$ cat src/rtl/multiplicador_seq8.sv
`default_nettype none
// ============================================================================
// multiplicador_seq8 : sequential shift-and-add unsigned multiplier reusing
//                      one somador8bit adder per iteration.  Rev 1.0
// ============================================================================

module somador8bit #(
  parameter int WIDTH = 8
) (
  input  logic [WIDTH-1:0] A,
  input  logic [WIDTH-1:0] B,
  input  logic             Cin,
  output logic [WIDTH-1:0] Sum,
  output logic             Cout
);
  assign {Cout, Sum} = {1'b0, A} + {1'b0, B} + {{WIDTH{1'b0}}, Cin};
endmodule

module multiplicador_seq8 #(
  parameter int WIDTH = 8
) (
  input  logic               Clk,
  input  logic               Rst,
  input  logic               Start,
  input  logic [WIDTH-1:0]   A,
  input  logic [WIDTH-1:0]   B,
  output logic               Busy,
  output logic               Done,
  output logic [2*WIDTH-1:0] P
);
  localparam int CW = (WIDTH > 1) ? $clog2(WIDTH) : 1;
  localparam logic [CW-1:0] C_LAST = CW'(WIDTH - 1);

  typedef enum logic [1:0] {
    S_IDLE = 2'd0,
    S_RUN  = 2'd1,
    S_DONE = 2'd2
  } state_t;

  state_t               state_q, state_d;
  logic [WIDTH-1:0]     mc_q, mc_d;
  logic [WIDTH-1:0]     acc_h_q, acc_h_d;
  logic [WIDTH-1:0]     acc_l_q, acc_l_d;
  logic [CW-1:0]        cnt_q, cnt_d;
  logic [2*WIDTH-1:0]   p_q, p_d;
  logic                 busy_q, busy_d;
  logic                 done_q, done_d;

  logic [WIDTH-1:0]     addend;
  logic [WIDTH-1:0]     sum;
  logic                 cout;

  assign addend = acc_l_q[0] ? mc_q : '0;

  somador8bit #(.WIDTH(WIDTH)) u_somador (
    .A    (acc_h_q),
    .B    (addend),
    .Cin  (1'b0),
    .Sum  (sum),
    .Cout (cout)
  );

  always_comb begin
    state_d = state_q;
    mc_d    = mc_q;
    acc_h_d = acc_h_q;
    acc_l_d = acc_l_q;
    cnt_d   = cnt_q;
    p_d     = p_q;
    busy_d  = busy_q;
    done_d  = 1'b0;
    unique case (state_q)
      S_IDLE: begin
        if (Start) begin
          mc_d    = A;
          acc_h_d = '0;
          acc_l_d = B;
          cnt_d   = '0;
          busy_d  = 1'b1;
          state_d = S_RUN;
        end
      end
      S_RUN: begin
        // {Cout,Sum,ACC_L} shifted right by one: carry lands in the MSB
        acc_h_d = {cout, sum[WIDTH-1:1]};
        acc_l_d = {sum[0], acc_l_q[WIDTH-1:1]};
        cnt_d   = cnt_q + CW'(1);
        if (cnt_q == C_LAST) begin
          p_d     = {cout, sum[WIDTH-1:1], sum[0], acc_l_q[WIDTH-1:1]};
          busy_d  = 1'b0;
          done_d  = 1'b1;
          state_d = S_DONE;
        end
      end
      S_DONE: begin
        state_d = S_IDLE;
      end
      default: begin
        busy_d  = 1'b0;
        state_d = S_IDLE;
      end
    endcase
  end

  always_ff @(posedge Clk) begin
    if (Rst) begin
      state_q <= S_IDLE;
      mc_q    <= '0;
      acc_h_q <= '0;
      acc_l_q <= '0;
      cnt_q   <= '0;
      p_q     <= '0;
      busy_q  <= 1'b0;
      done_q  <= 1'b0;
    end else begin
      state_q <= state_d;
      mc_q    <= mc_d;
      acc_h_q <= acc_h_d;
      acc_l_q <= acc_l_d;
      cnt_q   <= cnt_d;
      p_q     <= p_d;
      busy_q  <= busy_d;
      done_q  <= done_d;
    end
  end

  assign Busy = busy_q;
  assign Done = done_q;
  assign P    = p_q;
endmodule

`default_nettype wire

$ cat config.mk
export PLATFORM = sky130hd
export DESIGN_NAME = multiplicador_seq8
export DESIGN_NICKNAME = d
export VERILOG_FILES = /design/src/rtl/multiplicador_seq8.sv
export SDC_FILE = /design/constraint.sdc
export NUM_CORES = 1
export LEC_CHECK = 0
export ABC_AREA = 1
export CORE_MARGIN = 4
export CORE_UTILIZATION = 35
export CTS_CLUSTER_DIAMETER = 60
export DETAILED_ROUTE_END_ITERATION = 10
export GPL_TIMING_DRIVEN = 0
export PLACE_DENSITY_LB_ADDON = 0.2
export SLEW_MARGIN = 10
export SYNTH_ARGS = -nofsm -noshare
export SYNTH_HDL_FRONTEND = slang
export SYNTH_HIERARCHICAL = 1
export SYNTH_SLANG_ARGS = --single-unit
$ cat constraint.sdc
create_clock -name Clk -period 2.18 [get_ports Clk]
set_clock_uncertainty 0.2 [all_clocks]
set_input_delay 0.654 -clock Clk [delete_from_list [all_inputs] [get_ports Clk]]
set_output_delay 0.654 -clock Clk [all_outputs]
set_load 0.01 [all_outputs]
==> flow_summary.toml <==
[status]
status = "completed"

[worst_hold_path]
min_from = "acc_l_q[1]"
hp-class = "reg2reg"
hold_depth = 2
min_delay_worst_endpoint = "P[0]"

[placement]
place_ws_ns = -0.276
gp_congestion = 0.791
dp_hpwl_mm = 3.90
io_buffers = 36
dpl.cell_count = 434

[drt]
drt-total-wl_mm = 5.32
route.vias.total = 2036
top_layer = "met4"
met1_length_mm = 2.58
antenna_left = 0
drt-vias-per-instance = 4.59
wl_met2_mm = 2.44
dr.pass1.iters = 4
drt_iter0_markers = 157
drc = 0
route.met3.wl_um = 231
wl_per_cell_um = 12.0

[power_and_ir_drop]
p_leak_nw = 1.40
combPwrFrac_pct = 12.7
powerDensity_nw_per_um2 = 593
vdd_ir_drop_max_v = 0.000277
p_sw_uw = 454
intPower_mw = 1.24
p_sw_share_pct = 26.8
power_frac_clock_pct = 33.3
p_seq_share_pct = 54.0

[global_route]
grt_overflow = 0
grt_pass1_wl_mm = 8.92
antenna_found_initial = 0
grt_max_degree = 16
grt_usage_pct = 14.8
grt_pass1_vias = 1882

[final_layout]
syn2layout_area_growth_pct = 26.8
drive_gt1_share_pct = 11.7
fin_nets = 398
utilization_pct = 46.9
antenna_cells = 0
register_area_um2 = 945
multi_input_area_um2 = 1180
fillers = 662
stdcell_count = 444

[logic_synthesis]
synthMuxAreaShare_pct = 0
synth_top_area_cell = "dfxtp_1"
synth_cell_type_count = 26
ys_seq_area_share_pct = 41.7
synthTopCellsByCount = "117 x nand2_1, 47 x dfxtp_1, 39 x nor2_1"
synth_area_leaders = "dfxtp_1 42%, nand2_1 19%, nor2_1 6.5%"
synth-async-reset-ratio_pct = 0
synth_compound_area_share_pct = 6.04
syn-instance-count = 323
synthSimpleGateAreaFrac_pct = 37.0
synthesis.nets = 353
synth-seq-cells = 47
ys.warnings.count = 6
synth_xor_xnor_area_share_pct = 1.16
synth_edf_count = 0
synth-adder-area-share_pct = 6.76
yosys.area.top_type_share_pct = 41.7
synth_area_um2 = 2260
avgSynthCellArea_um2 = 6.99
yosysMostFrequentCell = "nand2_1"
synth_top_flop_cell = "dfxtp_1"
synth_top_family_by_area = "simple AND/OR/NAND/NOR gates"

[worst_setup_path]
ff2ff_path_depth = 12
r2r_end = "acc_h_q[5]"
endpoint_kind = "flop"
start_kind = "flop"
cp_max_fo = 2
worst_ep_required_time_ns = 2.15
crit_type = "reg2reg"
r2r_start = "acc_l_q[0]"
rrSetupSlack_ns = 0.09
cp_data_arrival_time_ns = 2.06

[cts]
tritoncts = "done"
htreeDepth = 2
clk_latency_ns = 0.30
cts_made_buffers = 5
clock_tree.root_cell = "clkbuf_8"
cts.sinks = 47
cts.clk_slew.worst_paths_ns = 0.09
clk_path_buf_depth = 2

[timing]
fin_crit_ns = 2.09
hold_violations = 0
timing.slew.headroom_pct = 61.3
fin_tns_setup_ns = 0
finalSetupViolCount = 0
timing.final.crit_share_pct = 95.9
worstMarginPinSlew_ns = 0.580
max_freq_mhz = 479
maxSlewViolCount = 0
worst_slack_ns = 0.0903

[floorplan]
rows = 28
core_um2 = 6100
die_h_um = 88.3
start_util_pct = 37.0
dieArea_um2 = 7800
io_pins = 37
die_w_um = 88.3

[job]
maxCapViolations = 0
==> worst max path at each step <==
stage,endpoint,startpoint,cells after the start
floorplan,acc_h_q[7],acc_l_q[0],13
global placement,mc_q[2],Rst,5
detailed placement,mc_q[1],Rst,5
CTS,acc_h_q[5],acc_l_q[0],12
global route,acc_h_q[7],acc_l_q[0],12
finish,acc_h_q[5],acc_l_q[0],12
==> sequential cells by signal, summed over array words and instances, names as in the netlist <==
signal and cells:
Done 1, state_q 2, P 16, mc_q 8, acc_l_q 8, cnt_q 3, acc_h_q 8, Busy 1
==> critical path, stage by stage (launching register included) <==
cell,delay [ns]
dfxtp_4,0.35
nand2_2,0.06
inv_2,0.04
fa_2,0.36
fa_2,0.38
nand2_2,0.08
nand2_4,0.06
nand3b_4,0.09
nand2_2,0.06
nand2_1,0.07
nand2_1,0.07
nand2_1,0.08
a21oi_2,0.05
==> logic make-up after synthesis <==
group           after synthesis
other cells                   1
buf+inv                      40
xor+xnor                      3
compound gates               26
flops                        47
simple gates                195
fa+ha+maj                    11
==> layer usage <==
layer / vias to the layer above / GRT usage, %
li1: 1089 / -
met2: 41 / 23.6
met3: 7 / 2.23
met5: - / 0
met4: 0 / 4.53
met1: 899 / 20.6
==> final cells by class <==
cell class	instances	area share, %
flip-flops and latches	47	33.0
plain buffers	10	1.84
well taps	75	3.28
clock inverters	2	0.568
repair buffers	39	13.4
multi-input cells	236	41.2
inverters	29	3.80
clock buffers	6	2.89
==> layout by cell type, fill, tap and decap left out, types with 4 or more instances in the layout <==
cell and count:
inv_1 24, nor2_1 39, clkdlybuf4s50_1 36, a21oi_1 13
clkbuf_1 4, clkbuf_8 6, buf_4 6, nand2_1 112
inv_2 5, dfxtp_1 46, nand3_1 27, nand2_2 7
o21ai_0 10, ha_1 9
==> what timing repair did <==
item | in CTS | in global routing
buffers inserted | 1 | 2
hold buffers | 0 | 0
gates resized for setup | 3 | 12
setup endpoints to repair | 6 | 12
pin swaps | 0 | 8
==> stage by stage <==
| stage | instance area, µm² | total power, mW | hold WS, ns |
|---|---|---|---|
| after floorplan | 2260 | 1.07 | 0.237 |
| after global placement | 2720 | 1.15 | 0.253 |
| after detailed placement | 2720 | 1.15 | 0.258 |
| after CTS | 2820 | 1.71 | 0.273 |
| after global routing | 2860 | 1.79 | 0.295 |
| final | 2860 | 1.70 | 0.268 |
==> power groups by stage <==
stage	Combinational [mW]	Clock (mW)	Sequential, mW
6_report	0.216	0.565	0.916
5_1_grt	0.249	0.617	0.921
4_1_cts	0.216	0.582	0.915
3_5_place_dp	0.214	0	0.935
3_3_place_gp	0.212	0	0.934
2_1_floorplan	0.137	0	0.929
No activity file was read; power rests on OpenSTA's default activity.
